`src/rtl/oam_dma_controller.sv`:
```
// Sprite OAM DMA sequencer: a CPU write to TRIGGER_ADDR stalls the CPU and copies page
// {P,00..FF} to DEST_ADDR. Optional even-cycle alignment is enabled with OAM_DMA_ALIGN_EN.
module oam_dma_controller #(
    parameter logic [15:0] TRIGGER_ADDR = 16'h4014,
    parameter logic [15:0] DEST_ADDR    = 16'h2004
) (
    input  logic        i_clk,
    input  logic        i_reset,
    input  logic        i_cpu_rw,
    input  logic [15:0] i_cpu_address,
    input  logic [7:0]  i_cpu_data,
    output logic        o_cpu_rdy,
    output logic        o_rw,
    output logic [15:0] o_address,
    output logic [7:0]  o_data,
    input  logic [7:0]  i_data,
    output logic        o_active
);

`ifdef OAM_DMA_ALIGN_EN
    typedef enum logic [2:0] {IDLE, HALT, ALIGN, READ, WRITE} state_t;
`else
    typedef enum logic [2:0] {IDLE, HALT, READ, WRITE} state_t;
`endif

    state_t      state_reg, state_next;
    logic [7:0]  page_reg, page_next;
    logic [7:0]  index_reg, index_next;
    logic [7:0]  buffer_reg, buffer_next;
    logic        rdy_reg, rdy_next;
    logic        active_reg, active_next;
    logic        parity_reg;

    always_ff @(posedge i_clk) begin
        if (i_reset) begin
            state_reg  <= IDLE;
            page_reg   <= 8'h00;
            index_reg  <= 8'h00;
            buffer_reg <= 8'h00;
            rdy_reg    <= 1'b1;
            active_reg <= 1'b0;
            parity_reg <= 1'b0;
        end else begin
            state_reg  <= state_next;
            page_reg   <= page_next;
            index_reg  <= index_next;
            buffer_reg <= buffer_next;
            rdy_reg    <= rdy_next;
            active_reg <= active_next;
            parity_reg <= ~parity_reg;
        end
    end

    always_comb begin
        state_next  = state_reg;
        page_next   = page_reg;
        index_next  = index_reg;
        buffer_next = buffer_reg;
        rdy_next    = rdy_reg;
        active_next = active_reg;
        case (state_reg)
            IDLE: begin
                if (!i_cpu_rw && (i_cpu_address == TRIGGER_ADDR)) begin
                    state_next = HALT;
                    page_next  = i_cpu_data;
                    index_next = 8'h00;
                    rdy_next   = 1'b0;
                end
            end
            HALT: begin
                // The CPU only stops on a read, so keep passing its writes through.
                if (i_cpu_rw) begin
                    active_next = 1'b1;
`ifdef OAM_DMA_ALIGN_EN
                    // parity_reg==0 means the coming cycle is odd: burn it so READ lands even.
                    state_next = parity_reg ? READ : ALIGN;
`else
                    state_next = READ;
`endif
                end
            end
`ifdef OAM_DMA_ALIGN_EN
            ALIGN: state_next = READ;
`endif
            READ: begin
                buffer_next = i_data;
                state_next  = WRITE;
            end
            WRITE: begin
                index_next = index_reg + 8'd1;
                if (index_reg == 8'hFF) begin
                    state_next  = IDLE;
                    rdy_next    = 1'b1;
                    active_next = 1'b0;
                end else begin
                    state_next = READ;
                end
            end
            default: state_next = IDLE;
        endcase
    end

    always_comb begin
        o_rw      = i_cpu_rw;
        o_address = i_cpu_address;
        o_data    = i_cpu_data;
        case (state_reg)
`ifdef OAM_DMA_ALIGN_EN
            ALIGN: o_rw = 1'b1;
`endif
            READ: begin
                o_rw      = 1'b1;
                o_address = {page_reg, index_reg};
            end
            WRITE: begin
                o_rw      = 1'b0;
                o_address = DEST_ADDR;
                o_data    = buffer_reg;
            end
            default: ;
        endcase
    end

    assign o_cpu_rdy = rdy_reg;
    assign o_active  = active_reg;

endmodule
```
`config.mk`:
```
export PLATFORM = sky130hd
export DESIGN_NAME = oam_dma_controller
export DESIGN_NICKNAME = d
export VERILOG_FILES = /design/src/rtl/oam_dma_controller.sv
export SDC_FILE = /design/constraint.sdc
export NUM_CORES = 1
export LEC_CHECK = 0
export BUFFER_PORTS_ARGS = -buffer_cell sky130_fd_sc_hd__buf_2
export CAP_MARGIN = 20
export CORE_UTILIZATION = 48
export CTS_BUF_LIST = sky130_fd_sc_hd__clkbuf_16
export DETAILED_ROUTE_END_ITERATION = 7
export GPL_TIMING_DRIVEN = 0
export PLACE_DENSITY = 0.81
export SYNTH_ARGS = -nofsm -noshare
export SYNTH_HDL_FRONTEND = slang
export SYNTH_SLANG_ARGS = --single-unit
```
`constraint.sdc`:
```
create_clock -name i_clk -period 2 [get_ports i_clk]
set_clock_uncertainty 0.2 [all_clocks]
set_input_delay 0.1 -clock i_clk [delete_from_list [all_inputs] [get_ports i_clk]]
set_output_delay 0.1 -clock i_clk [all_outputs]
set_load 0.005 [all_outputs]
```
Word-level counts from Yosys, hierarchy flattened
Index checks and enable logic that the tools add are counted.
{ "op_classes": {"addsub": 1, "eq_ne": 8, "mux": 15, "n_reduce_logical": 10} }
{ "ops": {"columns": ["cell", "n"], "rows": [
  ["one-hot mux 16 bit (2 select lines)", 1],
  ["equality test 16 x 15 -> 1 bit, second input constant", 1],
  ["two-way mux 8 bit", 2],
  ["one-hot mux 8 bit (2 select lines)", 1],
  ["one-hot mux 3 bit (4 select lines)", 1],
  ["adder 8 x 1 -> 8 bit, second input constant", 1],
  ["equality test 8 bit, second input constant", 1],
  ["equality test 3 x 2 -> 1 bit, second input constant", 2],
  ["two-way mux 3 bit", 2],
  ["inequality test 2 bit, second input constant", 3],
  ["one-hot mux 1 bit (2 select lines)", 3],
  ["AND reduction 2 bit", 3],
  ["AND reduction 3 bit", 2],
  ["two-way mux 1 bit", 4],
  ["nonzero test 2 bit", 2],
  ["equality test 3 x 1 -> 1 bit, second input constant", 1],
  ["logical NOT 3 bit", 1],
  ["two-way mux 2 bit", 1],
  ["logical AND 1 bit", 1],
  ["logical NOT 1 bit", 1]
]} }
{ "word_totals": {"register_bits": 29, "input_bits": 35, "wordCells": 40} }

Depth between registers and ports, before layout
Gate-level depths: netlist of run 1.
{ "logic_depth": {"depth_word": 4, "depth_mapped": 7, "depth_no_buf": 5} }

Worst setup path after synthesis of run 1
OpenSTA, ideal clock, no wires.
{ "synth_path": {"kind": "flip-flop to flip-flop", "start": "register index_reg[0]", "end": "register index_reg[6]", "setup_ps": 86, "arrival_ps": 1297, "required_ps": 1714, "slack_ps": 417, "stages_incl_launch_ff": 6, "path_buffers": 0, "period_less_slack_ps": 1583, "cell_sequence": "dfxtp_1 -> ha_1 -> and3_1 -> and3_1 -> o21a_1 -> a211oi_1"} }
{ "synth_between": {"elab_chain_cells": 2} }
{ "synth_rtl": {"columns": ["item", "line", "rtl"], "rows": [
  ["from (decl)", "28", "logic [7:0] index_reg, index_next;"],
  ["from (signal assigned)", "46", "index_reg <= index_next;"],
  ["adder 8 x 1 -> 8 bit", "90", "index_next = index_reg + 8'd1;"],
  ["one-hot mux 8 bit (2 select lines)", "61", "case (state_reg)"]
]} }
Every way passes these cells.
A chain may end at the register's enable or synchronous reset.

Worst setup path after layout of run 1
{ "layout_path": {"start": "register state_reg[1]", "end": "output port o_address[11]"} }
{ "layout_between": {"elab_chain_cells": 2, "elab_cells_between_ends": 3, "classes_between": "eq/ne (2); mux (1)"} }
{ "layout_rtl": {"columns": ["item", "line", "rtl"], "rows": [
  ["from (decl)", "26", "state_t state_reg, state_next;"],
  ["from (signal assigned)", "44", "state_reg <= state_next;"],
  ["equality test 3 x 2 -> 1 bit", "107", "case (state_reg)"],
  ["one-hot mux 16 bit (2 select lines) (*)", "107", null],
  ["to (decl)", "14", "output logic [15:0] o_address,"]
]} }
Every way passes the cells marked *; elsewhere a longest branch is shown, timed or not.

==> flow_summary.toml, run 1 <==
[worst_setup_path]
crit_end = "o_address[11]"
critPathLaunch = "state_reg[1]$_SDFFE_PP0P_"
endpoint_kind = "output port"
worstPathArrival_ns = 1.64
critPathKind = "reg -> out"
cp_max_fo = 10
cp.required_ns = 1.70
reg2reg_depth = 4
r2r_setup_slack_ns = 0.14
rr_startpoint = "state_reg[0]$_SDFFE_PP0P_"
rr_endpoint = "index_reg[1]$_SDFFE_PP0P_"
start_kind = "register"

[sta]
tns_ns = 0
drv_slew = 0
hold_ws_ns = 0.0403
rsz0062_at_grt = "no"
worst_slack_ns = 0.0643
setup_violations = 0
min_period_ns = 1.94
period_share_pct = 96.8
fmax_mhz = 517
timing.slew.headroom_pct = 65.1
hold_violations = 0
worst_slew_pin_slew_ns = 0.524

[synthesis]
synth_cell_type_count = 34
synth_commonest_cells = "50 x nand2_1, 28 x dfxtp_1, 22 x a21oi_1"
synth_area_um2 = 1550
yosysMostFrequentCell = "nand2_1"
synth.area.top_cells = "dfxtp_1 36%, nand2_1 12%, a21oi_1 7.1%, a22o_1 6.8%, o21ai_0 4.2%"
synth_top_area_share_pct = 36.2
syn_avg_cell_area_um2 = 7.67
synth-seq-cells = 28
synth.net_count = 238
syn_inst = 202
async_reset_ff_share_pct = 0
synth_top_area_cell = "dfxtp_1"
synth_ff_type = "dfxtp_1"
ys.warnings.count = 0
synth-edff-count = 0
ys_seq_area_share_pct = 36.2

[route]
met1Wirelength_um = 1950
drt-initial-drc-count = 99
num_vias = 1809
route.met2.wl_um = 2340
drt.antenna.violating_nets = 0
top_layer = "met4"
first_pass_iters = 4
dr_wl_met3_um = 366
viasPerCell = 5.52
post_drt_wl_per_cell_um = 14.3
wirelength_um = 4690
drc_errors = 0

[final_layout]
final_nets = 321
seq_area_um2 = 561
drive_gt1_share_pct = 29.9
fillCellCount = 253
layout.cells.non_filler = 328
area_growth_pct = 40.2
multi_input_area_um2 = 896
insertedDiodeCount = 0

[placed_design]
dp_slack_ns = 0.206
dp_cells = 307
globalplace.congestion = 0.868
place_hpwl_um = 3130
io_buffer_count = 61

[power]
cellLeakagePower_nw = 0.918
p_total_mw = 1.17
vdd_drop_max_v = 0.000337
powerDensity_nw_per_um2 = 540

[die]
fp.dieArea_um2 = 3460
ios = 62
die_width_um = 58.8
coreArea_um2 = 3050
die_height_um = 58.8
rows = 20
start_util_pct = 50.8

[cts]
postCtsSetupBuffers = 0
clockRootBuffer = "clkbuf_16"
cts_buffers = 3
cts.sinks = 28
cts_tree = "built"
cts.htree.levels = 1
clock_latency_ns = 0.26
clk_pin_slew_ns = 0.07
cts_max_path_buffers = 2

[global_routing]
grt_pass1_vias = 1706
grt_start_max_net_pins = 16
overflow = 0
antenna_found_initial = 0
grt_use_total_pct = 28.3
grt_first_pass_wirelength_um = 7410

[run]
cap_violations = 0

[status]
outcome = "finished clean"

[worst_hold_path]
min_path_type = "in -> reg"
per-stage QoR:
stage,cell area (um2),util (%)
global route,2170,71.2
floorplan,1550,-
global placement,1910,62.6
detailed placement,1910,62.6
CTS,2170,71.1
finish,2170,71.2
layout by cell type (no fill, tap or decap), drive strengths merged, types with 2 or more instances in the layout:
| cell | n |
|---|---|
| a211oi | 4 |
| a21oi | 22 |
| a22o | 12 |
| a41o | 2 |
| and2 | 3 |
| and3 | 4 |
| buf | 72 |
| clkbuf | 7 |
| dfxtp | 28 |
| dlygate4sd3 | 18 |
| inv | 3 |
| nand2 | 51 |
| nand2b | 2 |
| nand3 | 6 |
| nand4 | 8 |
| nor2 | 6 |
| nor3 | 2 |
| nor4 | 3 |
| o21a | 3 |
| o21ai | 14 |
| o22a | 2 |
| o2bb2ai | 2 |
area by class of cell:
| type | count | share of cell area, % |
|---|---|---|
| Buffer | 15 | 3.97 |
| Clock buffer | 3 | 3.45 |
| Clock inverter | 1 | 0.173 |
| Inverter | 3 | 0.518 |
| Multi-Input combinational cell | 155 | 41.2 |
| Sequential cell | 28 | 25.8 |
| Tap cell | 44 | 2.53 |
| Timing Repair Buffer | 79 | 22.3 |
critical path, stage by stage (launching register included):
cell and delay (ns):
dfxtp_1 0.31, buf_4 0.17, inv_1 0.06, buf_2 0.18, nor2_2 0.17, buf_4 0.20
a22o_1 0.16, buf_2 0.11
kinds of logic (layout without fill, tap and decap cells):
kind of cell / Yosys count / in the layout / share of synthesized area [%]
AOI/OAI and AO/OA: 65 / 65 / 27.6
adders and majority gates: 1 / 1 / 0.807
xor gates and xnor gates: 1 / 1 / 0.565
DFF: 28 / 28 / 36.2
buffers and inverters: 19 / 101 / 6.21
and+or+nand+nor: 88 / 88 / 28.7
power by group:
part | switching (mW) | leakage (nW) | internal, mW
sequential | 0.00102 | 0.226 | 0.560
combinational | 0.0644 | 0.654 | 0.0913
clock | 0.190 | 0.0385 | 0.268
timing repair:
action / in CTS / in global routing
endpoints found under the hold margin: 18 / 0
hold buffers: 18 / 0
setup endpoints to repair: 4 / 18
gates resized for setup: 1 / 2
routing by layer:
layer | GRT usage [%] | vias to the layer above
li1 | - | 891
met1 | 36.0 | 827
met2 | 49.7 | 84
met3 | 3.96 | 7
met4 | 8.16 | 0
met5 | 0 | -
worst min path at each step:
stage / from / to / slack, ns / depth (start not counted)
finish: i_cpu_rw / o_active$_SDFFE_PP0P_ / 0.04 / 5
global route: i_cpu_rw / o_active$_SDFFE_PP0P_ / 0.09 / 5
CTS: i_cpu_rw / o_active$_SDFFE_PP0P_ / 0.03 / 5
detailed placement: i_data[4] / buffer_reg[4]$_SDFFE_PP0N_ / 0.15 / 3
global placement: i_data[1] / buffer_reg[1]$_SDFFE_PP0N_ / 0.14 / 3
floorplan: i_data[0] / buffer_reg[0]$_SDFFE_PP0N_ / 0.04 / 2
Note: power is estimated with default switching activity, not from simulation.
==> run 2, diff against run 1 <==
==> constraint.sdc (replaced) <==
create_clock -name i_clk -period 1.9 [get_ports i_clk]
set_clock_uncertainty 0.2 [all_clocks]
set_input_delay 0.095 -clock i_clk [delete_from_list [all_inputs] [get_ports i_clk]]
set_output_delay 0.095 -clock i_clk [all_outputs]
set_load 0.005 [all_outputs]
==> flow_summary.toml, run 2 (synthesized netlist as in run 1, its figures left out) <==
[global_routing]
grt_pass1_vias = 1741
grt_first_pass_wirelength_um = 7490
overflow = 0
grt_use_total_pct = 28.5
antenna_found_initial = 0
grt_start_max_net_pins = 16

[die]
rows = 20
die_height_um = 58.8
fp.dieArea_um2 = 3460
ios = 62
start_util_pct = 50.8
coreArea_um2 = 3050
die_width_um = 58.8

[worst_setup_path]
endpoint_kind = "output port"
cp_top_family = "buffers and inverters"
rr_startpoint = "state_reg[1]$_SDFFE_PP0P_"
r2r_setup_slack_ns = 0.08
cpPeakStageDelay_ns = 0.32
critPathKind = "reg -> out"
path_buf_inv = 5
rr_endpoint = "index_reg[1]$_SDFFE_PP0P_"
cp_max_fo = 10
worstPathArrival_ns = 1.57
path_cells = "buf_6 > inv_1 > clkbuf_4 > clkbuf_4 > a22o_1 > buf_2"
reg2reg_depth = 6
cpMaxStageDelayCell = "dfxtp_1"
cp.required_ns = 1.60
start_kind = "register"
cp_common_cell = "clkbuf_4"

[power]
clkPwrFrac_pct = 39.1
cellLeakagePower_nw = 0.931
p_seq_share_pct = 47.6
p_sw_share_pct = 21.9
vdd_drop_max_v = 0.000359
p_total_mw = 1.24
powerDensity_nw_per_um2 = 562
intPower_mw = 0.967
p_sw_mw = 0.271
combPwrFrac_pct = 13.2

[worst_hold_path]
hold_end = "o_active$_SDFFE_PP0P_"
hold_depth = 5
hp-start = "i_cpu_rw"
min_path_type = "in -> reg"

[cts]
clockRootBuffer = "clkbuf_16"
clock_latency_ns = 0.26
cts_buffers = 3
cts_tree = "built"
clk_pin_slew_ns = 0.07
cts.sinks = 28
cts_max_path_buffers = 2
cts.htree.levels = 1

[placed_design]
io_buffer_count = 61
dp_slack_ns = 0.106
globalplace.congestion = 0.868
place_hpwl_um = 3130

[sta]
fmax_mhz = 537
hold_violations = 0
drv_slew = 0
worst_slew_pin_slew_ns = 0.524
worst_slack_ns = 0.0378
period_share_pct = 98.0
setup_violations = 0
min_period_ns = 1.86
timing.slew.headroom_pct = 65.1

[final_layout]
final_common_cell = "buf_2"
drive_gt1_share_pct = 30.5
most-common-layout-cells = "65 x buf_2, 50 x nand2_1, 28 x dfxtp_1, 22 x a21oi_1, 18 x dlygate4sd3_1"
final_nets = 322
insertedDiodeCount = 0
area_growth_pct = 42.1

[route]
num_vias = 1810
wirelength_um = 4720
drt-initial-drc-count = 98
post_drt_wl_per_cell_um = 14.4
first_pass_iters = 4
viasPerCell = 5.50
drc_errors = 0
drt.antenna.violating_nets = 0

[run]
cap_violations = 0

[status]
outcome = "finished clean"
run 2: cell types whose count changed in the layout (fill, tap and decap cells not counted), sizes merged:
cell,previous run,this run
clkbuf,7,8
run 2: timing repair:
| action | 4_1_cts | 5_1_grt |
|---|---|---|
| resized for setup | 4 | 5 |
| hold buffers | 18 | 0 |
| cloned | 0 | 0 |
| setup buffers | 1 | 0 |
| pin swaps | 0 | 1 |
| setup endpoints to repair | 20 | 26 |
| endpoints found under the hold margin | 18 | 0 |
run 2: routing by layer:
metal  up-vias  wire (um)  track usage, %
li1        892          -               -
met1       830       2020            36.6
met2        82       2310            48.4
met3         6        338            4.18
met4         0         53            10.9
met5         -          0               0
run 2: worst max path at each step:
stage                                         start                         to  cells past startpoint
after detailed placement  state_reg[0]$_SDFFE_PP0P_   page_reg[5]$_SDFFE_PP0P_                      4
after global routing      state_reg[1]$_SDFFE_PP0P_              o_address[11]                      6
after CTS                 state_reg[1]$_SDFFE_PP0P_              o_address[11]                      7
final                     state_reg[1]$_SDFFE_PP0P_              o_address[11]                      6
after floorplan           index_reg[0]$_SDFFE_PP0P_  index_reg[6]$_SDFFE_PP0P_                      5
after global placement    state_reg[0]$_SDFFE_PP0P_   page_reg[3]$_SDFFE_PP0P_                      4
run 2: tightest hold or removal path, stage by stage:
cell and delay (ns):
buf_2 0.12, nand2_1 0.06, nand2_1 0.05, nand2_1 0.06
a21oi_1 0.05
run 2: metrics by stage:
step                hold WS, ns  setup TNS, ns  utilization, %  cell area [um2]  instances
finish                   0.0288              0            72.2             2200        329
global route             0.0813        -0.0438            72.2             2200        329
CTS                      0.0271              0            71.7             2190        330
detailed placement        0.143              0            62.6             1910        307
global placement          0.137              0            62.6             1910        307
floorplan                0.0310              0               -             1550        202
run 2: power groups by stage:
| stage | clock (mW) | combinational, mW | sequential (mW) |
|---|---|---|---|
| final | 0.484 | 0.164 | 0.590 |
| after global routing | 0.502 | 0.179 | 0.590 |
| after CTS | 0.484 | 0.162 | 0.590 |
| after detailed placement | 0 | 0.133 | 0.604 |
| after global placement | 0 | 0.132 | 0.604 |
| after floorplan | 0 | 0.0525 | 0.604 |
run 2: cell type report:
type,instances,area [um2]
well taps,44,55.1
repair buffers,80,493
plain buffers,15,98.8
fillers,246,850
flip-flops and latches,28,561
clock buffers,3,75.1
multi-input cells,155,906
clock inverters,1,3.75
inverters,3,11.3
